### config.mk
export PLATFORM = sky130hd
export DESIGN_NAME = mod_seq_monitor
export DESIGN_NICKNAME = d
export VERILOG_FILES = /design/src/rtl/mod_seq_monitor.sv
export SDC_FILE = /design/constraint.sdc
export NUM_CORES = 1
export LEC_CHECK = 0
export CAP_MARGIN = 10
export CORE_MARGIN = 4
export CORE_UTILIZATION = 46
export CTS_CLUSTER_SIZE = 30
export DETAILED_ROUTE_END_ITERATION = 6
export PLACE_DENSITY = 0.86
export SLEW_MARGIN = 5
export SYNTH_ARGS = -nofsm -noshare
export SYNTH_HDL_FRONTEND = slang
export SYNTH_SLANG_ARGS = --single-unit
export TNS_END_PERCENT = 1
### constraint.sdc
create_clock -name clk -period 1.83 [get_ports clk]
set_input_delay 0.4575 -clock clk [delete_from_list [all_inputs] [get_ports clk]]
set_output_delay 0.4575 -clock clk [all_outputs]
set_load 0.05 [all_outputs]
### src/rtl/mod_seq_monitor.sv
// Observes a mod-MOD counter: locks on the first 0 and checks each sample is prev+1 mod MOD.
// All outputs are registered one edge after the sample. en only qualifies sampling; the block never stalls.
module mod_seq_monitor #(
  parameter int MOD   = 14,
  parameter int WIDTH = 4,
  parameter int CNT_W = 8
) (
  input  logic             clk,
  input  logic             rst,
  input  logic             en,
  input  logic [WIDTH-1:0] q,
  input  logic             clr,
  output logic             locked,
  output logic             tc,
  output logic [CNT_W-1:0] wrap_count,
  output logic             err_seq,
  output logic             err_range,
  output logic [WIDTH-1:0] err_val,
  output logic [WIDTH-1:0] exp_val
);

  typedef enum logic [1:0] {SEARCH, LOCKED, ERROR} state_t;

  localparam logic [WIDTH-1:0] LAST = WIDTH'(MOD - 1);

  state_t           state;
  logic [WIDTH-1:0] prev;
  logic [WIDTH-1:0] exp_nxt;
  logic             q_bad;

  assign exp_nxt = (prev == LAST) ? '0 : prev + 1'b1;
  assign q_bad   = (q > LAST);

  always_ff @(posedge clk or posedge rst) begin
    if (rst) begin
      state      <= SEARCH;
      prev       <= '0;
      locked     <= 1'b0;
      tc         <= 1'b0;
      wrap_count <= '0;
      err_seq    <= 1'b0;
      err_range  <= 1'b0;
      err_val    <= '0;
      exp_val    <= '0;
    end else begin
      tc <= 1'b0;
      if (clr) begin
        state      <= SEARCH;
        prev       <= '0;
        locked     <= 1'b0;
        wrap_count <= '0;
        err_seq    <= 1'b0;
        err_range  <= 1'b0;
        err_val    <= '0;
        exp_val    <= '0;
      end else if (en) begin
        unique case (state)
          SEARCH: begin
            if (q_bad) begin
              state     <= ERROR;
              err_range <= 1'b1;
              err_val   <= q;
              exp_val   <= '0;
            end else if (q == '0) begin
              state  <= LOCKED;
              locked <= 1'b1;
              prev   <= '0;
            end
          end
          LOCKED: begin
            // Range violations are reported in preference to sequence violations.
            if (q_bad) begin
              state     <= ERROR;
              locked    <= 1'b0;
              err_range <= 1'b1;
              err_val   <= q;
              exp_val   <= exp_nxt;
            end else if (q == exp_nxt) begin
              prev <= q;
              if (q == '0) begin
                tc <= 1'b1;
                if (wrap_count != '1) wrap_count <= wrap_count + 1'b1;
              end
            end else begin
              state   <= ERROR;
              locked  <= 1'b0;
              err_seq <= 1'b1;
              err_val <= q;
              exp_val <= exp_nxt;
            end
          end
          default: ;
        endcase
      end
    end
  end

endmodule

==> results of run 1 <==
==> path summary, 6_finish.rpt <==
| check | endpoint | startpoint | cells past startpoint | slack (ps) |
|---|---|---|---|---|
| setup / recovery | wrap_count[2] | q[1] | 7 | -130 |
| hold reg to reg | exp_val[2] | exp_val[2] | 1 | 500 |
| setup reg to reg | err_val[0] | prev[3] | 7 | -100 |
| min in group clk | exp_val[2] | exp_val[2] | 1 | 500 |
| max in group asynchronous | prev[0] | rst | 3 | 1090 |
| hold / removal | wrap_count[7] | rst | 3 | 470 |
==> routing by layer <==
layer  up-vias  global-route usage (%)
li1        688                       -
met1       713                    26.1
met2        56                    32.4
met3        13                    2.95
met4         0                    7.92
met5         -                       0
==> power breakdown <==
| part | leakage [nW] | switching [mW] | internal [mW] | total, mW |
|---|---|---|---|---|
| registers | 0.351 | 0.0147 | 0.592 | 0.606 |
| clock network | 0.0210 | 0.178 | 0.122 | 0.300 |
| logic | 0.648 | 0.150 | 0.109 | 0.259 |
==> critical path, cell delays in order <==
cell             delay [ps]
clkdlybuf4s50_1         480
nor4_4                  330
and3_4                  260
o211ai_4                120
buf_6                   150
or3_4                   320
a21oi_1                 130
==> synth_stat cells (2+ instances only) <==
| library cell | instances |
|---|---|
| a221oi_1 | 2 |
| o31ai_1 | 2 |
| dfrtp_1 | 26 |
| nand4_1 | 3 |
| or3_1 | 3 |
| a21oi_1 | 12 |
| nor2_1 | 14 |
| o211a_1 | 2 |
| and2_1 | 2 |
| o21a_1 | 2 |
| nand3_1 | 5 |
| a21o_1 | 3 |
| buf_6 | 3 |
| a22o_1 | 7 |
| or3_2 | 2 |
| nand3b_1 | 2 |
| and3_1 | 4 |
| nor4_1 | 3 |
| nand2_1 | 8 |
| nor2b_1 | 3 |
| nor3b_1 | 2 |
| mux2_2 | 2 |
| inv_1 | 6 |
| o21ai_0 | 12 |
| buf_4 | 2 |
==> cells by family after synthesis <==
family / share of synthesized area, %
buffers and inverters: 6.82
adders and majority gates: 0.842
DFF: 43.8
and+or+nand+nor: 21.3
muxes: 2.19
xor gates and xnor gates: 1.18
AOI/OAI and AO/OA: 23.8
==> sequential cells by signal, indices dropped and copies added, names as in the netlist <==
register and flops:
wrap_count 8, err_val 4, exp_val 4, prev 4, state 2, err_range 1, err_seq 1, locked 1
tc 1
==> cell type report <==
cell class,instances,area (sq um),share of cell area (%)
Tap cell,44,55.1,2.55
Clock buffer,4,36.3,1.68
Multi-Input combinational cell,112,862,39.9
Inverter,6,22.5,1.04
Timing Repair Buffer,67,528,24.4
Sequential cell,26,656,30.4
==> repair_timing <==
action / CTS / global route
buffers inserted: 2 / 1
endpoints found under the hold margin: 0 / 0
gates cloned: 0 / 0
setup endpoints to repair: 23 / 24
gates resized for setup: 18 / 8
pin swaps: 13 / 6
==> flow_metrics.py, run 1 <==
metrics = {
    "timing": {
        "rsz0062_at_grt": "true",
        "fin_crit_ps": 1960,
        "finClkSkew_ps": 2.68,
        "hold_violations": 0,
        "max_freq_ghz": 0.511,
        "fin_ws_ps": -128,
        "slew_violations": 0,
        "timing.final.crit_share_pct": 107,
        "final.setup.tns_ps": -1250,
        "hold_slack_ps": 466,
        "max-slew-margin-rel_pct": 71.6,
        "tightest_slew_ps": 421,
        "setup_violations": 21,
    },
    "die": {
        "coreArea_sq_um": 3080,
        "dieHeight_um": 64.8,
        "dieWidth_um": 64.8,
        "start_util_pct": 48.3,
        "io_pins": 28,
        "die_area_sq_um": 4200,
        "rows": 20,
    },
    "routing": {
        "wl_met1_mm": 1.72,
        "routed_wl_mm": 4.11,
        "avgViaCountPerCell": 5.68,
        "avgRoutedWirePerCell_um": 15.9,
        "first_iter_violations": 98,
        "dr.pass1.iters": 4,
        "wl_met2_mm": 2.05,
        "dr_total_vias": 1470,
        "ant_nets": 0,
        "wl_met3_um": 215,
        "highest_layer": "met4",
        "drcViolationCount": 0,
    },
    "synthesis": {
        "synth_warnings": 0,
        "syn_inst": 153,
        "ys_ff_latch": 26,
        "synth_top_area_share_pct": 43.8,
        "synth_ff_type": "dfrtp_1",
        "synth_edf_count": 0,
        "synth_nets": 162,
        "synth_cell_types": 46,
        "synthTopCellsByArea": "dfrtp_1 44%, a22o_1 4.1%, a21oi_1 4.0%, o21ai_0 4.0%, nor2_1 3.5%",
        "synth_area_sq_um": 1490,
        "synth.avg_cell_area_sq_um": 9.71,
        "yosysSeqAreaShare_pct": 43.8,
        "ys_async_sr_fraction_pct": 100,
        "yosysTopAreaCell": "dfrtp_1",
    },
    "cells_and_area": {
        "num-nets-final": 225,
        "layout-drive-gt1-share_pct": 43.7,
        "synthToLayoutAreaGrowth_pct": 45.4,
        "final_util_pct": 70.2,
        "final_common_cell": "buf_4",
        "final_cell_area_sq_um": 2160,
        "fillers": 219,
        "stdcell_count": 259,
        "layout_common_cells": "57 x buf_4, 22 x dfrtp_1, 12 x nor2_1, 11 x o21ai_0, 10 x a21oi_1",
        "diodes": 0,
    },
    "run_status": {
        "violations": "setup timing",
        "run_status": "complete, but fails checks",
    },
    "clock_tree": {
        "clk_latency_ps": 330,
        "cts_tree": "built",
        "cts_htree_levels": 1,
        "clockBufferDepth": 2,
        "clkTransAtPathRegs_ps": 140,
        "numClockSinks": 26,
        "hold_buffers": 0,
        "numCtsBuffers": 3,
        "clock-root-buffer": "clkbuf_4",
    },
    "placement": {
        "dp.cells": 252,
        "port_buffers": 27,
        "postPlaceCellArea_sq_um": 2000,
        "dp_hpwl_mm": 2.92,
        "dp_slack_ps": -662,
        "gp_congestion": 0.903,
    },
    "global_routing": {
        "grt_overflow_total": 0,
        "grt_pass1_wl_mm": 6.51,
        "antenna_found_initial": 0,
        "grt_max_degree": 27,
        "grt_usage_pct": 19.8,
        "grt_pass1_vias": 1406,
    },
    "pwr": {
        "design_power_total_mw": 1.17,
        "powerDensity_nw_per_um2": 540,
        "vdd_drop_max_mv": 0.429,
        "p_leak_nw": 1.02,
    },
    "worst_setup_path": {
        "worst_setup_path_end_kind": "register",
        "crit_arrival_ps": 2230,
        "crit_type": "input port to register",
        "required_ps": 2100,
        "startpoint_type": "input port",
        "worstPathMaxFanout": 8,
    },
    "flow_run": {
        "maxCapViolCount": 0,
    },
    "hold_path": {
        "min_path_type": "input port to async pin",
    },
}
No activity file was read; power rests on OpenSTA's default activity.
==> run 2, diff against run 1 <==
==> constraint.sdc (replaced) <==
create_clock -name clk -period 1.83 [get_ports clk]
set_input_delay 0.366 -clock clk [delete_from_list [all_inputs] [get_ports clk]]
set_output_delay 0.366 -clock clk [all_outputs]
set_load 0.05 [all_outputs]
==> run 2 against run 1 <==
  * The run still ends with setup timing left
  * Sequential cell count is the same
  * Critical path type is now register to register
  * Final cell count fell by 1.5%
  * Fmax up 0.71%
  * Largest cell class unchanged
  * Core utilization is 2.6 points lower
  * Die area did not move
==> flow_metrics.py, run 2 (synthesized netlist as in run 1, its figures left out) <==
metrics = {
    "global_routing": {
        "grt_pass1_vias": 1429,
        "use_met2_pct": 33.6,
        "grt_usage_pct": 19.8,
        "top_usage_layer": "met2",
        "antenna_found_initial": 0,
        "use_met3_pct": 2.08,
        "grt_util_met1_pct": 25.9,
        "grt_overflow_total": 0,
        "grt_pass1_wl_mm": 6.58,
        "grt_max_degree": 27,
    },
    "timing": {
        "final.setup.tns_ps": -622,
        "fin_crit_ps": 1940,
        "fin_ws_ps": -114,
        "setup_violations": 13,
        "hold_violations": 0,
        "slew_violations": 0,
        "finClkSkew_ps": 12.8,
        "max_freq_ghz": 0.514,
        "tightest_slew_ps": 338,
        "rsz0062_at_grt": "true",
        "max-slew-margin-rel_pct": 77.4,
        "timing.final.crit_share_pct": 106,
        "hold_slack_ps": 365,
    },
    "clock_tree": {
        "clk_latency_ps": 320,
        "clock-root-buffer": "clkbuf_4",
        "numClockSinks": 26,
        "numCtsBuffers": 3,
        "cts_tree": "built",
        "cts_htree_levels": 1,
        "clockBufferDepth": 2,
        "clkTransAtPathRegs_ps": 150,
    },
    "routing": {
        "routed_wl_mm": 4.07,
        "avgRoutedWirePerCell_um": 15.9,
        "dr.pass1.iters": 4,
        "first_iter_violations": 87,
        "ant_nets": 0,
        "avgViaCountPerCell": 5.78,
        "dr_total_vias": 1473,
        "drcViolationCount": 0,
    },
    "worst_setup_path": {
        "worstPathMaxFanout": 5,
        "worst_setup_path_end_kind": "register",
        "required_ps": 2090,
        "crit_arrival_ps": 2210,
        "crit_chain": "a21o_1 -> o311a_4 -> nor2_4 -> o211ai_4 -> buf_4 -> or3_1 -> a21oi_1",
        "crit_type": "register to register",
        "startpoint_type": "register",
        "slowest_stage": "dfrtp_1",
        "max_stage_delay_ps": 460,
    },
    "die": {
        "rows": 20,
        "io_pins": 28,
        "die_area_sq_um": 4200,
        "coreArea_sq_um": 3080,
        "dieHeight_um": 64.8,
        "dieWidth_um": 64.8,
        "start_util_pct": 48.3,
    },
    "cells_and_area": {
        "final_common_cell": "buf_4",
        "layout_common_cells": "55 x buf_4, 19 x dfrtp_1, 12 x nor2_1, 10 x a21oi_1",
        "largest_register_ffs": 8,
        "num-nets-final": 221,
        "diodes": 0,
        "final_cell_area_sq_um": 2080,
        "synthToLayoutAreaGrowth_pct": 40.0,
        "layout-drive-gt1-share_pct": 40.8,
        "final_util_pct": 67.6,
        "top_register": "wrap_count",
        "stdcell_count": 255,
    },
    "pwr": {
        "p_leak_nw": 0.980,
        "powerDensity_nw_per_um2": 601,
        "design_power_total_mw": 1.25,
        "vdd_drop_max_mv": 0.371,
    },
    "run_status": {
        "violations": "setup timing",
        "run_status": "complete, but fails checks",
    },
    "placement": {
        "dp.cells": 248,
        "gp_congestion": 0.847,
        "dp_slack_ps": -592,
        "dp_hpwl_mm": 2.93,
        "postPlaceCellArea_sq_um": 1950,
        "port_buffers": 27,
    },
    "flow_run": {
        "maxCapViolCount": 0,
    },
    "hold_path": {
        "min_path_type": "input port to async pin",
    },
}
## run 2: cell types whose count changed in the layout (fill, tap and decap cells not counted), sizes merged
cell    delta
o211ai     +1
buf        -5
clkbuf     -1
bufinv     +1
## run 2: path summary, 6_finish.rpt
check                      startpoint             to  slack (ps)  cells after the start
setup / recovery              prev[1]  wrap_count[2]        -110                      7
hold / removal                    rst  wrap_count[7]         360                      3
setup reg to reg              prev[1]  wrap_count[2]        -110                      7
hold reg to reg            exp_val[2]     exp_val[2]         500                      1
max in group asynchronous         rst        prev[0]        1170                      3
min in group clk           exp_val[2]     exp_val[2]         500                      1
## run 2: worst max-delay path, delay by kind of cell (launching register included)
| kind | cells | cell delay (ps) |
|---|---|---|
| compound gates | 4 | 800 |
| simple gates | 2 | 470 |
| flops | 1 | 460 |
| buf+inv | 1 | 150 |
## run 2: timing repair
item | 4_1_cts | 5_1_grt
buffers inserted | 2 | 0
resized for setup | 17 | 4
hold buffers | 0 | 0
endpoints found under the setup margin | 23 | 22
gates cloned | 1 | 0
pin swaps | 10 | 4
## run 2: cell type report
cell class,count,area [sq um]
repair buffers,62,479
clock inverters,1,30.0
fillers,236,998
flip-flops and latches,26,659
inverters,6,22.5
well taps,44,55.1
clock buffers,3,22.5
multi-input cells,113,811
## run 2: report_power, final
part / internal, mW / switching, mW
clock network: 0.221 / 0.174
registers: 0.592 / 0.0144
logic: 0.0985 / 0.148
total: 0.912 / 0.337
## run 2: per-layer routing
layer / part of all wire (%) / wire length [um]
met5: 0 / 0
met4: 2.2 / 88
met3: 5.2 / 211
met2: 50 / 2030
met1: 43 / 1730
==> run 3, diff against run 2 <==
--- a/config.mk
+++ b/config.mk
@@ -6,13 +6,15 @@
 export NUM_CORES = 1
 export LEC_CHECK = 0
 export CAP_MARGIN = 10
+export CELL_PAD_IN_SITES_DETAIL_PLACEMENT = 1
+export CELL_PAD_IN_SITES_GLOBAL_PLACEMENT = 2
 export CORE_MARGIN = 4
-export CORE_UTILIZATION = 46
+export CORE_UTILIZATION = 29
 export CTS_CLUSTER_SIZE = 30
 export DETAILED_ROUTE_END_ITERATION = 6
-export PLACE_DENSITY = 0.86
+export PLACE_DENSITY = 0.87
 export SLEW_MARGIN = 5
 export SYNTH_ARGS = -nofsm -noshare
 export SYNTH_HDL_FRONTEND = slang
 export SYNTH_SLANG_ARGS = --single-unit
-export TNS_END_PERCENT = 1
+export TNS_END_PERCENT = 10
==> run 3 against run 2 <==
  * The flow still finishes with violations (setup timing)
  * Worst hold slack improved by 90 ps
  * Combinational power rose by 6%
  * Register-to-register slack got worse by 60 ps
==> flow_metrics.py, run 3 (synthesized netlist as in run 1, its figures left out) <==
metrics = {
    "run_status": {
        "run_status": "complete, but fails checks",
        "violations": "setup timing",
    },
    "die": {
        "coreArea_sq_um": 4850,
        "dieHeight_um": 79.6,
        "die_area_sq_um": 6330,
        "start_util_pct": 30.6,
        "rows": 25,
        "io_pins": 28,
        "dieWidth_um": 79.6,
    },
    "routing": {
        "first_iter_violations": 89,
        "avgRoutedWirePerCell_um": 17.4,
        "avgViaCountPerCell": 5.15,
        "dr.pass1.iters": 4,
        "drcViolationCount": 0,
        "routed_wl_mm": 4.95,
        "dr_total_vias": 1468,
        "ant_nets": 0,
    },
    "cells_and_area": {
        "final_common_cell": "buf_4",
        "diodes": 0,
        "layout_common_cells": "61 x buf_4, 19 x dfrtp_1, 12 x nor2_1, 10 x o21ai_0, 8 x nand2_1",
        "layout-drive-gt1-share_pct": 48.6,
        "final_util_pct": 46.2,
        "largest_register_ffs": 8,
        "num-nets-final": 228,
        "synthToLayoutAreaGrowth_pct": 50.8,
        "top_register": "wrap_count",
    },
    "pwr": {
        "intPower_mw": 0.889,
        "seq_power_share_pct": 48.6,
        "clockPowerShare_pct": 30.4,
        "p_sw_mw": 0.356,
        "vdd_drop_max_mv": 0.340,
        "p_leak_nw": 1.03,
        "pwr-share-comb_pct": 21.0,
        "swShare_pct": 28.6,
        "powerDensity_nw_per_um2": 556,
    },
    "timing": {
        "tightest_slew_ps": 524,
        "max-slew-margin-rel_pct": 64.7,
        "slew_violations": 0,
        "final.setup.tns_ps": -2140,
        "rsz0062_at_grt": "true",
        "max_freq_ghz": 0.499,
        "fin_crit_ps": 2000,
        "setup_violations": 24,
        "hold_violations": 0,
        "finClkSkew_ps": 1.82,
        "fin_ws_ps": -174,
        "timing.final.crit_share_pct": 110,
    },
    "clock_tree": {
        "hold_buffers": 0,
        "cts_htree_levels": 1,
        "clock-root-buffer": "clkbuf_8",
        "clkTransAtPathRegs_ps": 90,
        "clockBufferDepth": 2,
        "numClockSinks": 26,
        "numCtsBuffers": 3,
        "clk_latency_ps": 270,
        "cts_tree": "built",
    },
    "worst_setup_path": {
        "r2r_cells": 6,
        "worst_setup_path_end_kind": "register",
        "crit_chain": "a21o_1 -> o311a_4 -> nor2_4 -> o211ai_4 -> or4_4 -> a21oi_2",
        "crit_arrival_ps": 2210,
        "worstPathMaxFanout": 7,
        "slowest_stage": "or4_4",
        "startpoint_type": "register",
        "crit_type": "register to register",
        "max_stage_delay_ps": 500,
        "required_ps": 2030,
    },
    "hold_path": {
        "min_path_type": "input port to async pin",
    },
    "placement": {
        "port_buffers": 27,
        "gp_congestion": 0.868,
        "dp_hpwl_mm": 3.56,
    },
    "flow_run": {
        "maxCapViolCount": 0,
    },
    "global_routing": {
        "grt_max_degree": 27,
        "antenna_found_initial": 0,
        "grt_overflow_total": 0,
        "grt_pass1_vias": 1634,
        "grt_usage_pct": 16.1,
        "grt_pass1_wl_mm": 8.09,
    },
}
==> run 3: cell count changes in the layout (fill, tap and decap cells not counted), sizes merged <==
| cell | previous run | this run |
|---|---|---|
| buf | 55 | 63 |
| bufinv | 1 | 0 |
| clkbuf | 3 | 4 |
| o211ai | 2 | 1 |
==> run 3: worst paths after layout <==
kind | startpoint | endpoint | slack (ps)
worst max-delay path | prev[1] | wrap_count[5] | -170
worst min-delay path | rst | prev[2] | 450
max in group asynchronous | rst | wrap_count[0] | 1100
worst min register to register | exp_val[1] | exp_val[1] | 490
min in group clk | exp_val[1] | exp_val[1] | 490
worst max register to register | prev[1] | wrap_count[5] | -170
==> run 3: per-stage QoR <==
stage | std cells | power [mW] | instance area (sq um) | setup WS (ps) | hold slack, ps
3_5_place_dp | 273 | 0.853 | 1990 | -664 | 476
4_1_cts | 283 | 1.24 | 2160 | -161 | 470
3_3_place_gp | 273 | 0.845 | 1990 | -604 | 469
5_1_grt | 285 | 1.31 | 2240 | -262 | 487
6_report | 285 | 1.25 | 2240 | -174 | 455
2_1_floorplan | 153 | 0.756 | 1500 | -43.2 | 406
==> run 3: cell type report <==
cell class / instances / area [sq um]
fillers: 547 / 2610
inverters: 6 / 22.5
repair buffers: 70 / 547
multi-input cells: 112 / 872
flip-flops and latches: 26 / 659
clock buffers: 4 / 55.1
well taps: 67 / 83.8
==> run 3: worst max-delay path: cells and delay by family, from the launching register on <==
family | cells | cell delay, ps
AOI/OAI and AO/OA | 4 | 830
and+or+nand+nor | 2 | 660
DFF | 1 | 440
==> run 3: repair_timing <==
item / in CTS / in global routing
setup endpoints to repair: 25 / 24
buffers inserted: 6 / 2
hold endpoints to repair: 0 / 0
gates cloned: 0 / 0
pin swaps: 8 / 2
resized for setup: 24 / 10
==> run 3: layer usage <==
metal,global-route usage (%),wire length [um]
met4,5.67,121
met2,29.2,2580
met3,1.81,127
met5,0,0
met1,19.4,2120
==> run 3: power by group through the flow <==
stage | logic [mW] | registers, mW | clock network, mW
2_1_floorplan | 0.0977 | 0.658 | 0
3_3_place_gp | 0.230 | 0.615 | 0
3_5_place_dp | 0.236 | 0.617 | 0
4_1_cts | 0.250 | 0.605 | 0.382
5_1_grt | 0.280 | 0.609 | 0.418
6_report | 0.261 | 0.605 | 0.379
